<file path="src/rtl/mc_pkg.sv">
// Shared encodings for the multi-cycle MIPS-subset controller.
// Opcodes, FSM states and the datapath mux/ALU select codes.
package mc_pkg;

    localparam logic [5:0] OP_RTYPE = 6'd0;
    localparam logic [5:0] OP_ADDI  = 6'd8;
    localparam logic [5:0] OP_SLTI  = 6'd10;
    localparam logic [5:0] OP_BEQ   = 6'd4;
    localparam logic [5:0] OP_J     = 6'd2;
    localparam logic [5:0] OP_LW    = 6'd35;
    localparam logic [5:0] OP_SW    = 6'd43;

    typedef enum logic [3:0] {
        S_IF    = 4'd0,
        S_ID    = 4'd1,
        S_MADDR = 4'd2,
        S_MRD   = 4'd3,
        S_MWB   = 4'd4,
        S_MWR   = 4'd5,
        S_EXR   = 4'd6,
        S_RWB   = 4'd7,
        S_EXI   = 4'd8,
        S_IWB   = 4'd9,
        S_BR    = 4'd10,
        S_JMP   = 4'd11
    } state_t;

    localparam logic [3:0] ALU_ADD   = 4'b0000;
    localparam logic [3:0] ALU_SUB   = 4'b0001;
    localparam logic [3:0] ALU_FUNCT = 4'b0010;
    localparam logic [3:0] ALU_SLT   = 4'b0011;

    localparam logic [1:0] SRC_B_RT     = 2'b00;
    localparam logic [1:0] SRC_B_FOUR   = 2'b01;
    localparam logic [1:0] SRC_B_IMM    = 2'b10;
    localparam logic [1:0] SRC_B_IMM_SH = 2'b11;

    localparam logic [1:0] PC_SRC_ALU    = 2'b00;
    localparam logic [1:0] PC_SRC_ALUOUT = 2'b01;
    localparam logic [1:0] PC_SRC_JUMP   = 2'b10;

endpackage

</file>
<file path="src/rtl/multicycle_ctrl.sv">
// Control FSM for the shared-ALU, shared-memory multi-cycle datapath.
// One state register, one next-state block, one output decoder.
module multicycle_ctrl
    import mc_pkg::*;
(
    input  logic       clk_i,
    input  logic       rst_i,
    input  logic [5:0] instr_op_i,
    input  logic       zero_i,
    input  logic       mem_ready_i,
    output logic       pc_write_o,
    output logic       ir_write_o,
    output logic       mem_read_o,
    output logic       mem_write_o,
    output logic       iord_o,
    output logic       reg_write_o,
    output logic       reg_dst_o,
    output logic       mem_to_reg_o,
    output logic       alu_src_a_o,
    output logic [1:0] alu_src_b_o,
    output logic [3:0] alu_op_o,
    output logic [1:0] pc_src_o,
    output logic [3:0] state_o,
    output logic       illegal_o,
    output logic       retire_o
);

    // Plain vector so encodings 12-15 stay representable and recoverable.
    logic [3:0] state_q;
    logic [3:0] state_d;

    assign state_o = state_q;

    // State register, restarts fetch on reset.
    always_ff @(posedge clk_i or posedge rst_i) begin
        if (rst_i) state_q <= S_IF;
        else       state_q <= state_d;
    end

    // Next-state: opcode dispatch in ID, memory waits in IF/MRD/MWR.
    always_comb begin
        state_d = S_IF;
        case (state_q)
            S_IF:    state_d = mem_ready_i ? S_ID : S_IF;
            S_ID: begin
                case (instr_op_i)
                    OP_RTYPE:        state_d = S_EXR;
                    OP_ADDI,
                    OP_SLTI:         state_d = S_EXI;
                    OP_LW,
                    OP_SW:           state_d = S_MADDR;
                    OP_BEQ:          state_d = S_BR;
                    OP_J:            state_d = S_JMP;
                    default:         state_d = S_IF;
                endcase
            end
            S_MADDR: begin
                if (instr_op_i == OP_LW)      state_d = S_MRD;
                else if (instr_op_i == OP_SW) state_d = S_MWR;
                else                          state_d = S_IF;
            end
            S_MRD:   state_d = mem_ready_i ? S_MWB : S_MRD;
            S_MWB:   state_d = S_IF;
            S_MWR:   state_d = mem_ready_i ? S_IF : S_MWR;
            S_EXR:   state_d = S_RWB;
            S_RWB:   state_d = S_IF;
            S_EXI:   state_d = S_IWB;
            S_IWB:   state_d = S_IF;
            S_BR:    state_d = S_IF;
            S_JMP:   state_d = S_IF;
            default: state_d = S_IF;
        endcase
    end

    // Output decode; reset masks every strobe in the same cycle.
    always_comb begin
        pc_write_o   = 1'b0;
        ir_write_o   = 1'b0;
        mem_read_o   = 1'b0;
        mem_write_o  = 1'b0;
        iord_o       = 1'b0;
        reg_write_o  = 1'b0;
        reg_dst_o    = 1'b0;
        mem_to_reg_o = 1'b0;
        alu_src_a_o  = 1'b0;
        alu_src_b_o  = SRC_B_RT;
        alu_op_o     = ALU_ADD;
        pc_src_o     = PC_SRC_ALU;
        illegal_o    = 1'b0;
        retire_o     = 1'b0;
        if (!rst_i) begin
            case (state_q)
                S_IF: begin
                    mem_read_o  = 1'b1;
                    alu_src_b_o = SRC_B_FOUR;
                    ir_write_o  = mem_ready_i;
                    pc_write_o  = mem_ready_i;
                end
                S_ID: begin
                    alu_src_b_o = SRC_B_IMM_SH;
                    case (instr_op_i)
                        OP_RTYPE, OP_ADDI, OP_SLTI, OP_LW,
                        OP_SW, OP_BEQ, OP_J: illegal_o = 1'b0;
                        default:             illegal_o = 1'b1;
                    endcase
                end
                S_MADDR: begin
                    alu_src_a_o = 1'b1;
                    alu_src_b_o = SRC_B_IMM;
                end
                S_MRD: begin
                    mem_read_o = 1'b1;
                    iord_o     = 1'b1;
                end
                S_MWB: begin
                    reg_write_o  = 1'b1;
                    mem_to_reg_o = 1'b1;
                    retire_o     = 1'b1;
                end
                S_MWR: begin
                    mem_write_o = 1'b1;
                    iord_o      = 1'b1;
                    retire_o    = mem_ready_i;
                end
                S_EXR: begin
                    alu_src_a_o = 1'b1;
                    alu_op_o    = ALU_FUNCT;
                end
                S_RWB: begin
                    reg_write_o = 1'b1;
                    reg_dst_o   = 1'b1;
                    retire_o    = 1'b1;
                end
                S_EXI: begin
                    alu_src_a_o = 1'b1;
                    alu_src_b_o = SRC_B_IMM;
                    alu_op_o    = (instr_op_i == OP_SLTI) ? ALU_SLT : ALU_ADD;
                end
                S_IWB: begin
                    reg_write_o = 1'b1;
                    retire_o    = 1'b1;
                end
                S_BR: begin
                    alu_src_a_o = 1'b1;
                    alu_op_o    = ALU_SUB;
                    pc_src_o    = PC_SRC_ALUOUT;
                    pc_write_o  = zero_i;
                    retire_o    = 1'b1;
                end
                S_JMP: begin
                    pc_src_o   = PC_SRC_JUMP;
                    pc_write_o = 1'b1;
                    retire_o   = 1'b1;
                end
                default: begin
                    retire_o = 1'b0;
                end
            endcase
        end
    end

endmodule

</file>
<file path="config.mk">
export PLATFORM = sky130hd
export DESIGN_NAME = multicycle_ctrl
export DESIGN_NICKNAME = d
export VERILOG_FILES = /design/src/rtl/mc_pkg.sv /design/src/rtl/multicycle_ctrl.sv
export SDC_FILE = /design/constraint.sdc
export NUM_CORES = 1
export LEC_CHECK = 0
export CAP_MARGIN = 30
export CORE_MARGIN = 5
export CORE_UTILIZATION = 42
export DETAILED_ROUTE_END_ITERATION = 8
export PLACE_DENSITY = 0.82
export SYNTH_ARGS = -nofsm -noshare
export SYNTH_HDL_FRONTEND = slang
export SYNTH_SLANG_ARGS = --single-unit
</file>
<file path="constraint.sdc">
create_clock -name clk_i -period 2.8 [get_ports clk_i]
set_input_delay 0.42 -clock clk_i [delete_from_list [all_inputs] [get_ports clk_i]]
set_output_delay 0.42 -clock clk_i [all_outputs]
set_load 0.05 [all_outputs]
</file>
# ---- Yosys cells after proc, flatten, opt, wreduce, memory -nomap -nowiden
# Cells that the tools add are included.
dict set report word_totals {
  elab_cells 66
  regBits 4
  in_bits 10
  ramBits 0
  mem_bits_ro 0
  mem_count 0
  out_inout_bits 23
  latchBits 0
}
dict set report classes {
  n_div 0
  addsub 0
  reduce_logical 11
  eq_ne 17
  magnitude_cmp 0
  multipliers 0
  muxes 37
  bitwise_logic 0
  shift 0
}
# cell count
set op_table {}
lappend op_table {{$pmux 4 s7} 1}
lappend op_table {{$mux 1} 22}
lappend op_table {{$pmux 4 s5} 1}
lappend op_table {{$eq 4x3->1 const B} 4}
lappend op_table {{$eq 4x4->1 const B} 4}
lappend op_table {{$eq 6x4->1 const B} 2}
lappend op_table {{$eq 6x6->1 const B} 2}
lappend op_table {{$mux 3} 4}
lappend op_table {{$pmux 2 s3} 2}
lappend op_table {{$reduce_or 2->1} 5}
lappend op_table {{$eq 4x2->1 const B} 2}
lappend op_table {{$mux 2} 4}
lappend op_table {{$reduce_or 7->1} 1}
lappend op_table {{$eq 6x2->1 const B} 1}
lappend op_table {{$eq 6x3->1 const B} 1}
lappend op_table {{$logic_not 6->1} 1}
lappend op_table {{$reduce_or 5->1} 1}
lappend op_table {{$eq 4x1->1 const B} 1}
lappend op_table {{$logic_not 4->1} 1}
lappend op_table {{$pmux 2 s2} 1}
lappend op_table {{$reduce_or 4->1} 1}
lappend op_table {{$pmux 1 s3} 1}
lappend op_table {{$reduce_or 3->1} 1}
lappend op_table {{$pmux 1 s2} 1}

# ---- Logic depth before layout (Yosys ltp)
# Gate-level depths: netlist (run 1).
dict set report logic_depth {
  ltp_word 5
  ltp_mapped 6
  depth_no_buf 4
}

# ---- Worst setup path after synthesis (run 1)
# OpenSTA, ideal clock, no wires.
dict set report synth_timing {
  kind {reg-to-output}
  startpoint {register state_q[3] (netlist: state_o[3])}
  endpoint {output retire_o}
  t_arrival_ps 3632
  stages_incl_launch_ff 6
  n_path_buf 1
  slack_ps -1252
  cell_sequence {dfrtp_1 > clkbuf_1 > nor2b_1 > a21oi_1 > nor2_1 > a2111oi_0}
}
dict set report synth_between {
  elab_chain_cells 4
}
# item line
set synth_lines {}
lappend synth_lines {{start, declared} multicycle_ctrl.sv:29} ;# logic [3:0] state_q;
lappend synth_lines {{start signal, assigned} multicycle_ctrl.sv:37} ;# else state_q <= state_d;
lappend synth_lines {{$eq 4x4->1 or $eq 4x3->1 (tied branches)} multicycle_ctrl.sv:92} ;# case (state_q)
lappend synth_lines {{$reduce_or 5->1 (no line)} --}
lappend synth_lines {{$pmux 1 s2 (*)} multicycle_ctrl.sv:92}
lappend synth_lines {{$mux 1 (*)} multicycle_ctrl.sv:91} ;# if (!rst_i) begin
lappend synth_lines {{end, declared} multicycle_ctrl.sv:25} ;# output logic retire_o
# Every way passes the cells marked *; elsewhere a longest branch is shown, timed or not.

# ---- Final worst setup path (run 1)
dict set report layout_timing {
  startpoint {input instr_op_i[1]}
  endpoint {output alu_op_o[1]}
}
dict set report layout_between {
  elab_chain_cells 4
}
# item line
set layout_lines {}
lappend layout_lines {{start, declared} multicycle_ctrl.sv:8} ;# input logic [5:0] instr_op_i,
lappend layout_lines {{$eq 6x4->1} multicycle_ctrl.sv:137} ;# alu_op_o = (instr_op_i == OP_SLTI) ? ALU_SLT : ALU_ADD;
lappend layout_lines {{$mux 2} multicycle_ctrl.sv:137}
lappend layout_lines {{$pmux 2 s3} multicycle_ctrl.sv:92}
lappend layout_lines {{$mux 2} multicycle_ctrl.sv:91}
lappend layout_lines {{end, declared} multicycle_ctrl.sv:21} ;# output logic [3:0] alu_op_o,
# Every way passes these cells.

==> results of run 1 <==
stage by stage:
| stage | TNS, ns | cells | cell area, µm² |
|---|---|---|---|
| after detailed placement | 0 | 136 | 1050 |
| final | 0 | 139 | 1070 |
| after CTS | 0 | 139 | 1070 |
| after global placement | 0 | 136 | 1050 |
| after global routing | 0 | 139 | 1070 |
| after floorplan | -0.0617 | 98 | 679 |
logic make-up (layout without fill, tap and decap cells):
| logic type | after synthesis | count (layout) | share of synthesized area |
|---|---|---|---|
| AOI/OAI and AO/OA | 27 | 27 | 0.297 |
| xor gates and xnor gates | 2 | 2 | 0.0271 |
| buffers and inverters | 14 | 39 | 0.105 |
| DFF | 4 | 4 | 0.155 |
| muxes | 1 | 1 | 0.0155 |
| other | 1 | 2 | 0.00581 |
| and+or+nand+nor | 48 | 48 | 0.395 |
layout make-up:
cell class | instances | share of cell area
multi-input cells | 80 | 0.478
repair buffers | 33 | 0.379
flip-flops and latches | 4 | 0.0935
clock buffers | 3 | 0.0210
well taps | 16 | 0.0187
inverters | 3 | 0.0105
worst max-delay path: cells and delay by family:
family,cells,cell delay [ns]
buffers and inverters,2,0.75
AND/OR/NAND/NOR,3,0.86
AO/OA/AOI/OAI,1,0.09
routing by layer:
| layer | part of all wire | wire, µm |
|---|---|---|
| met1 | 0.43 | 866 |
| met2 | 0.49 | 978 |
| met3 | 0.084 | 169 |
| met4 | 0 | 0 |
| met5 | 0 | 0 |
path summary, 6_finish.rpt:
kind                               end  slack [ns]  cells after the start
min                         state_o[0]        0.65                      2
max in group asynchronous   state_o[1]        1.98                      2
min in group clk_i          state_o[3]        0.69                      1
min reg2reg                 state_o[3]        0.69                      1
max                        alu_op_o[1]        0.26                      6
max reg2reg                 state_o[1]        0.99                      4
where the power goes:
group / switching [mW] / leakage (nW) / internal [mW]
Sequential: 0.0231 / 0.0540 / 0.0630
Clock: 0.0242 / 0.0138 / 0.0480
Combinational: 0.142 / 0.366 / 0.0949
Total: 0.189 / 0.434 / 0.206
cell usage in the layout, fill, tap and decap left out, drive strengths merged, types with 3 or more instances in the layout:
cell           count
clkbuf             3
nor3              12
a21oi              3
nor4               3
nor2              13
dfrtp              4
clkdlybuf4s50     13
nand2              4
o21ai              6
nand2b             5
buf               20
inv                3
a31oi              5
and3               4
==> results.cfg, run 1 <==
[floorplan]
io_pins = 33
row_count = 14
core-area_mm2 = 0.00149
die_area_mm2 = 0.00242
chipHeight_um = 49.2
die_w_um = 49.2
floorplan.initialDensity = 0.434

[clocking]
post_cts_buffers = 0
postCtsHoldBufs = 0
cts_buffers = 3
cts_tree = built
htree_levels = 1
clock_path_buffers = 2
path_clk_slew_ns = 0.04
cts_root_buf = clkbuf_4
cts.sinks = 4
clock_latency_ns = 0.24
cts.repair.resized = 0

[placement]
io_buffers = 30
place_congestion = 0.928
hpwl_mm = 1.54
preCtsSetupSlack_ns = 0.270

[global_route]
grt_use_met1 = 0.199
grt_overflow_total = 0
first_global_vias = 774
grt_busiest_layer = met2
grt_pass1_wl_mm = 3.31
grt_usage = 0.167
met3_usage = 0.0367
grt_max_degree = 19
grt_util_met2 = 0.279
antenna_found_initial = 0

[drt]
drcViolationCount = 0
ant_nets = 0
vias = 821
post_drt_wl_per_cell_um = 14.5
dr.pass1.iters = 4
wl_mm = 2.01
viasPerCell = 5.91
drtIter0Drc = 17

[logic_synthesis]
ys_seq_area_frac = 0.155
ys_ff_latch = 4
synth_top_area_cell = dfrtp_1
synth_top_area_share = 0.155
synth_area_leaders = dfrtp_1 (16%), nor3_1 (9.3%), nor2_1 (7.6%)
postSynthCellCount = 97
ys.flop_type = dfrtp_1
ys_warn_count = 0
synth_most_common_cell = nor2_1
synth_area_um2 = 646
synth_edf_count = 0
synth_common_cells = nor2_1 (13), nor3_1 (12), clkbuf_1 (6)
syn_avg_cell_area_um2 = 6.66
synthArstFlopShare = 1.00
synth_cell_type_count = 35

[pwr]
ir_worst_vdd_mv = 0.253
p_total_mw = 0.395
power_leakage_nw = 0.434
p_per_area_mw_per_mm2 = 369

[layout]
utilization = 0.719
largest_register_ffs = 4
regArea_um2 = 100
multi_input_area_um2 = 512
antennaDiodeCount = 0
nNetsFinal = 135
syn2layout_area_growth_pct = 65.9
n_fill_cell = 128
drive_gt1_frac = 0.244

[setup_path]
cpMaxStageDelayCell = clkdlybuf4s50_1
r2r-start = state_o[0]
worstSetupPathType = in -> out
crit_path_start = instr_op_i[1]
start_kind = input pin
cp_max_fo = 7
slowest_delay_ns = 0.57
crit_required_ns = 2.38
crit_arrival_ns = 2.12
cp-end-kind = output port
crit_chain = clkdlybuf4s50_1, nor3b_1, and3_1, a31oi_1, nor3_1, buf_12

[timing]
finalCritPeriodShare = 0.908
skew_ns = 0.00621
grt_setup_unrepaired = no
drv_slew = 0
tightest_slew_ns = 0.578
holdWs_ns = 0.650
max_freq_ghz = 0.393
setup_violations = 0
period_minus_slack_ns = 2.54
hold_viol = 0
relSlewSlack = 0.614
worst_slack_ns = 0.258

[outcome]
outcome = complete, no violations

[worst_hold_path]
hp-class = in -> async

[flow_run]
drv_cap = 0
(Power assumes the default switching activity.)
==> run 2, diff against run 1 <==
==> constraint.sdc (replaced) <==
create_clock -name clk_i -period 2.8 [get_ports clk_i]
set_input_delay 0.42 -clock clk_i [delete_from_list [all_inputs] [get_ports clk_i]]
set_output_delay 0.42 -clock clk_i [all_outputs]
set_load 0.005 [all_outputs]
==> run 2 against run 1 <==
Compared with the run above: first-iteration DRC count down 5.9%; combinational power down 37%; wire length up 7.3%; power down 23%; sequential share of layout area up 0.89 points; flip-flop and latch count unchanged; sequential power down 3.1%; fmax down 7.3%; global-route usage up 1.1 points; register-to-register slack better by 0.17 ns; hold slack worse by 0.15 ns; cell area down 7.6%; critical path type unchanged; largest power group unchanged.
==> results.cfg, run 2 (same netlist as run 1, synthesis figures left out) <==
[pwr]
ir_worst_vdd_mv = 0.219
clockPowerShare = 0.243
switchingPower_mw = 0.111
power_leakage_nw = 0.388
p_sw_frac = 0.364
p_per_area_mw_per_mm2 = 308
seqPwrFrac = 0.273
p_int_mw = 0.194
power_frac_comb = 0.484

[drt]
drcViolationCount = 0
dr.pass1.iters = 4
drtIter0Drc = 16
wl_mm = 2.16
post_drt_wl_per_cell_um = 15.1
ant_nets = 0
vias = 857
viasPerCell = 5.99

[clocking]
post_cts_buffers = 0
clock_path_buffers = 2
htree_levels = 1
clock_latency_ns = 0.23
cts_root_buf = clkbuf_4
path_clk_slew_ns = 0.04
cts.sinks = 4
cts_buffers = 3
cts_tree = built

[timing]
max_freq_ghz = 0.365
holdWs_ns = 0.503
grt_setup_unrepaired = no
drv_slew = 0
hold_viol = 0
finalCritPeriodShare = 0.980
setup_violations = 0
period_minus_slack_ns = 2.74
skew_ns = 0.000476
setup-tns-final_ns = 0

[floorplan]
die_area_mm2 = 0.00242
chipHeight_um = 49.2
io_pins = 33
core-area_mm2 = 0.00149
floorplan.initialDensity = 0.434
row_count = 14
die_w_um = 49.2

[placement]
io_buffers = 30
hpwl_mm = 1.61
place_congestion = 0.851

[layout]
antennaDiodeCount = 0
drive_gt1_frac = 0.102
syn2layout_area_growth_pct = 53.3
nNetsFinal = 139
largest_register_ffs = 4
utilization = 0.665
most-common-layout-cells = clkdlybuf4s50_1 (30), nor2_1 (13), nor3_1 (12), buf_4 (7)
layout_commonest_cell = clkdlybuf4s50_1

[global_route]
antenna_found_initial = 0
grt_overflow_total = 0
grt_usage = 0.177
first_global_vias = 773
grt_max_degree = 19
grt_pass1_wl_mm = 3.45

[setup_path]
worstSetupPathType = in -> out
crit_arrival_ns = 2.32
rrSetupSlack_ns = 1.16
crit_path_start = instr_op_i[2]
start_kind = input pin
crit_required_ns = 2.38
rr_worst_depth = 4
r2r_end = state_o[1]
cp-end-kind = output port
endpoint = alu_op_o[1]
r2r-start = state_o[3]
cp_max_fo = 4

[outcome]
outcome = complete, no violations

[flow_run]
drv_cap = 0

[worst_hold_path]
hp-class = reg -> reg
min_delay_path_depth = 1
run 2: power by group through the flow:
stage / combinational, mW / clock [mW] / sequential, mW
2_1_floorplan: 0.0831 / 0 / 0.0713
3_3_place_gp: 0.143 / 0 / 0.0824
3_5_place_dp: 0.145 / 0 / 0.0821
4_1_cts: 0.147 / 0.0740 / 0.0818
5_1_grt: 0.158 / 0.0823 / 0.0862
6_report: 0.148 / 0.0741 / 0.0833
run 2: area by class of cell:
type                    instances  area, µm²
well taps                      16       20.0
inverters                       3       11.3
fillers                       131        499
clock buffers                   3       22.5
flip-flops and latches          4        101
repair buffers                 37        353
multi-input cells              80        482
run 2: metal layers:
layer	global-route usage	wire length (µm)	part of all wire
met1	0.208	888	0.41
met4	0.0807	5	0.0023
met3	0.0306	174	0.081
met5	0	0	0
met2	0.307	1090	0.51
run 2: worst min-delay path by stage:
stage	end	slack (ns)	start
after floorplan	state_o[0]	0.40	rst_i
after global placement	state_o[3]	0.47	state_o[1]
after detailed placement	state_o[3]	0.49	state_o[1]
after CTS	state_o[3]	0.49	state_o[1]
after global routing	state_o[3]	0.52	state_o[1]
final	state_o[3]	0.50	state_o[1]
run 2: what timing repair did:
item | in CTS | in global routing
hold buffers | 0 | 0
setup endpoints to repair | 0 | 1
resized for setup | 0 | 1
run 2: critical path: stages:
cell and delay, ns:
clkdlybuf4s50_1 0.47, nor3b_1 0.41, and3_1 0.25, a31oi_1 0.09, nor3_1 0.15, clkdlybuf4s50_1 0.53
run 2: stage by stage:
| step | worst slack (ns) | area [µm²] | cells | total power [mW] |
|---|---|---|---|---|
| floorplan | 1.08 | 649 | 98 | 0.154 |
| global placement | 0.158 | 966 | 140 | 0.225 |
| detailed placement | 0.0837 | 966 | 140 | 0.227 |
| CTS | 0.0750 | 988 | 143 | 0.302 |
| global route | 0.0418 | 990 | 143 | 0.327 |
| finish | 0.0569 | 990 | 143 | 0.305 |
==> run 3, diff against run 2 <==
--- a/config.mk
+++ b/config.mk
@@ -6,8 +6,11 @@
 export NUM_CORES = 1
 export LEC_CHECK = 0
 export CAP_MARGIN = 30
+export CELL_PAD_IN_SITES_DETAIL_PLACEMENT = 0
+export CELL_PAD_IN_SITES_GLOBAL_PLACEMENT = 2
+export CORE_ASPECT_RATIO = 0.6
 export CORE_MARGIN = 5
-export CORE_UTILIZATION = 42
+export CORE_UTILIZATION = 21
 export DETAILED_ROUTE_END_ITERATION = 8
 export PLACE_DENSITY = 0.82
 export SYNTH_ARGS = -nofsm -noshare
==> run 3 against run 2 <==
Compared with the run above: fmax up 4.0%; global-route usage down 6.4 points; power up 19%; sequential power down 6.5%; clock skew up 0.0017 ns; count of clock-buffer cells in the layout unchanged; cell area up 8.2%; combinational power up 11%; setup slack better by 0.11 ns; non-clock buffer count up 2; register-to-register slack worse by 0.06 ns; largest power group unchanged; highest routed layer is now met3.
==> results.cfg, run 3 (same netlist as run 1, synthesis figures left out) <==
[layout]
nNetsFinal = 141
n_fill_cell = 314
final_cell_area_mm2 = 0.00107
syn2layout_area_growth_pct = 65.9
largest_register_ffs = 4
layout_commonest_cell = clkdlybuf4s50_1
antennaDiodeCount = 0
utilization = 0.368
drive_gt1_frac = 0.116
most-common-layout-cells = clkdlybuf4s50_1 (28), nor2_1 (13), nor3_1 (12), buf_4 (9)

[setup_path]
crit_path_start = instr_op_i[1]
cpMaxStageDelayCell = clkdlybuf4s50_1
crit_arrival_ns = 2.22
cp_max_fo = 5
r2r_end = state_o[1]
r2r-start = state_o[3]
cpLargestDelayFamily = buffers and inverters
start_kind = input pin
cp-end-kind = output port
worst-path-stages = 6
rrSetupSlack_ns = 1.10
rr_worst_depth = 4
crit_top_cell = clkdlybuf4s50_1
crit_chain = clkdlybuf4s50_1, nor3b_4, and3_1, a31oi_1, nor3_1, clkdlybuf4s50_1
path_buf_inv = 2
endpoint = alu_op_o[1]
slowest_delay_ns = 0.55
worstSetupPathType = in -> out
crit_required_ns = 2.38

[outcome]
outcome = complete, no violations

[drt]
wl_mm = 2.41
drtIter0Drc = 67
viasPerCell = 5.13
vias = 877
post_drt_wl_per_cell_um = 14.1
dr.pass1.iters = 4
drcViolationCount = 0
ant_nets = 0

[timing]
finalCritPeriodShare = 0.942
grt_setup_unrepaired = yes
max_freq_ghz = 0.379
drv_slew = 0
hold_viol = 0
skew_ns = 0.00213
setup_violations = 0
period_minus_slack_ns = 2.64
setup-tns-final_ns = 0

[worst_hold_path]
hp-class = reg -> reg
hp-start = state_o[1]

[flow_run]
drv_cap = 0

[clocking]
htree_levels = 1
cts_root_buf = clkbuf_8
cts.sinks = 4
path_clk_slew_ns = 0.03
cts_tree = built
cts_buffers = 3
clock_latency_ns = 0.21
postCtsHoldBufs = 0
clock_path_buffers = 2

[global_route]
grt_max_degree = 16
first_global_vias = 765
antenna_found_initial = 0
grt_overflow_total = 0
grt_usage = 0.114
grt_pass1_wl_mm = 3.78

[pwr]
p_total_mw = 0.362
ir_worst_vdd_mv = 0.113
power_leakage_nw = 0.436
p_per_area_mw_per_mm2 = 338

[floorplan]
die_area_mm2 = 0.00432
die_w_um = 81.6
chipHeight_um = 53.0
row_count = 15
core-area_mm2 = 0.00291
floorplan.initialDensity = 0.222
io_pins = 33

[placement]
hpwl_mm = 1.90
place_congestion = 0.788
placed_area_mm2 = 0.00101
io_buffers = 30
## run 3: cell count changes in the layout (fill, tap and decap cells not counted), moves of 2 or more
cell	change
dlymetal6s2s_1	+2
clkdlybuf4s50_1	-2
clkbuf_8	+3
buf_4	+2
clkbuf_4	-3
## run 3: worst min path at each step
stage	to	slack [ns]	depth (start not counted)
final	state_o[3]	0.50	1
after global routing	state_o[3]	0.54	1
after CTS	state_o[3]	0.51	1
after detailed placement	state_o[3]	0.50	1
after global placement	state_o[3]	0.48	1
after floorplan	state_o[0]	0.40	2
## run 3: area by class of cell
cell class | count | area, µm² | area share
Clock buffer | 3 | 41.3 | 0.0386
Tap cell | 42 | 52.6 | 0.0491
Multi-Input combinational cell | 80 | 493 | 0.460
Sequential cell | 4 | 100 | 0.0935
Timing Repair Buffer | 39 | 373 | 0.348
Inverter | 3 | 11.3 | 0.0105
## run 3: per-layer routing
| layer | GRT usage | routed length [µm] |
|---|---|---|
| met5 | 0 | 0 |
| met4 | 0.0497 | 0 |
| met3 | 0.0204 | 176 |
| met2 | 0.155 | 1040 |
| met1 | 0.169 | 1190 |
## run 3: timing repair
| action | 4_1_cts | 5_1_grt |
|---|---|---|
| buffers inserted | 0 | 0 |
| gates resized for setup | 0 | 4 |
| endpoints found under the setup margin | 0 | 2 |
## run 3: per-stage QoR
| step | hold slack (ns) | instances | setup WS (ns) |
|---|---|---|---|
| 5_1_grt | 0.535 | 171 | -0.0101 |
| 3_5_place_dp | 0.504 | 168 | 0.0547 |
| 2_1_floorplan | 0.402 | 98 | 1.08 |
| 6_report | 0.499 | 171 | 0.163 |
| 4_1_cts | 0.508 | 171 | 0.0487 |
| 3_3_place_gp | 0.481 | 168 | 0.0778 |
## run 3: report_power, final
group          internal, mW  total (mW)  switching (mW)
combinational        0.0892       0.165          0.0761
sequential           0.0633      0.0779          0.0146
clock                0.0914       0.119          0.0272
total                 0.244       0.362           0.118
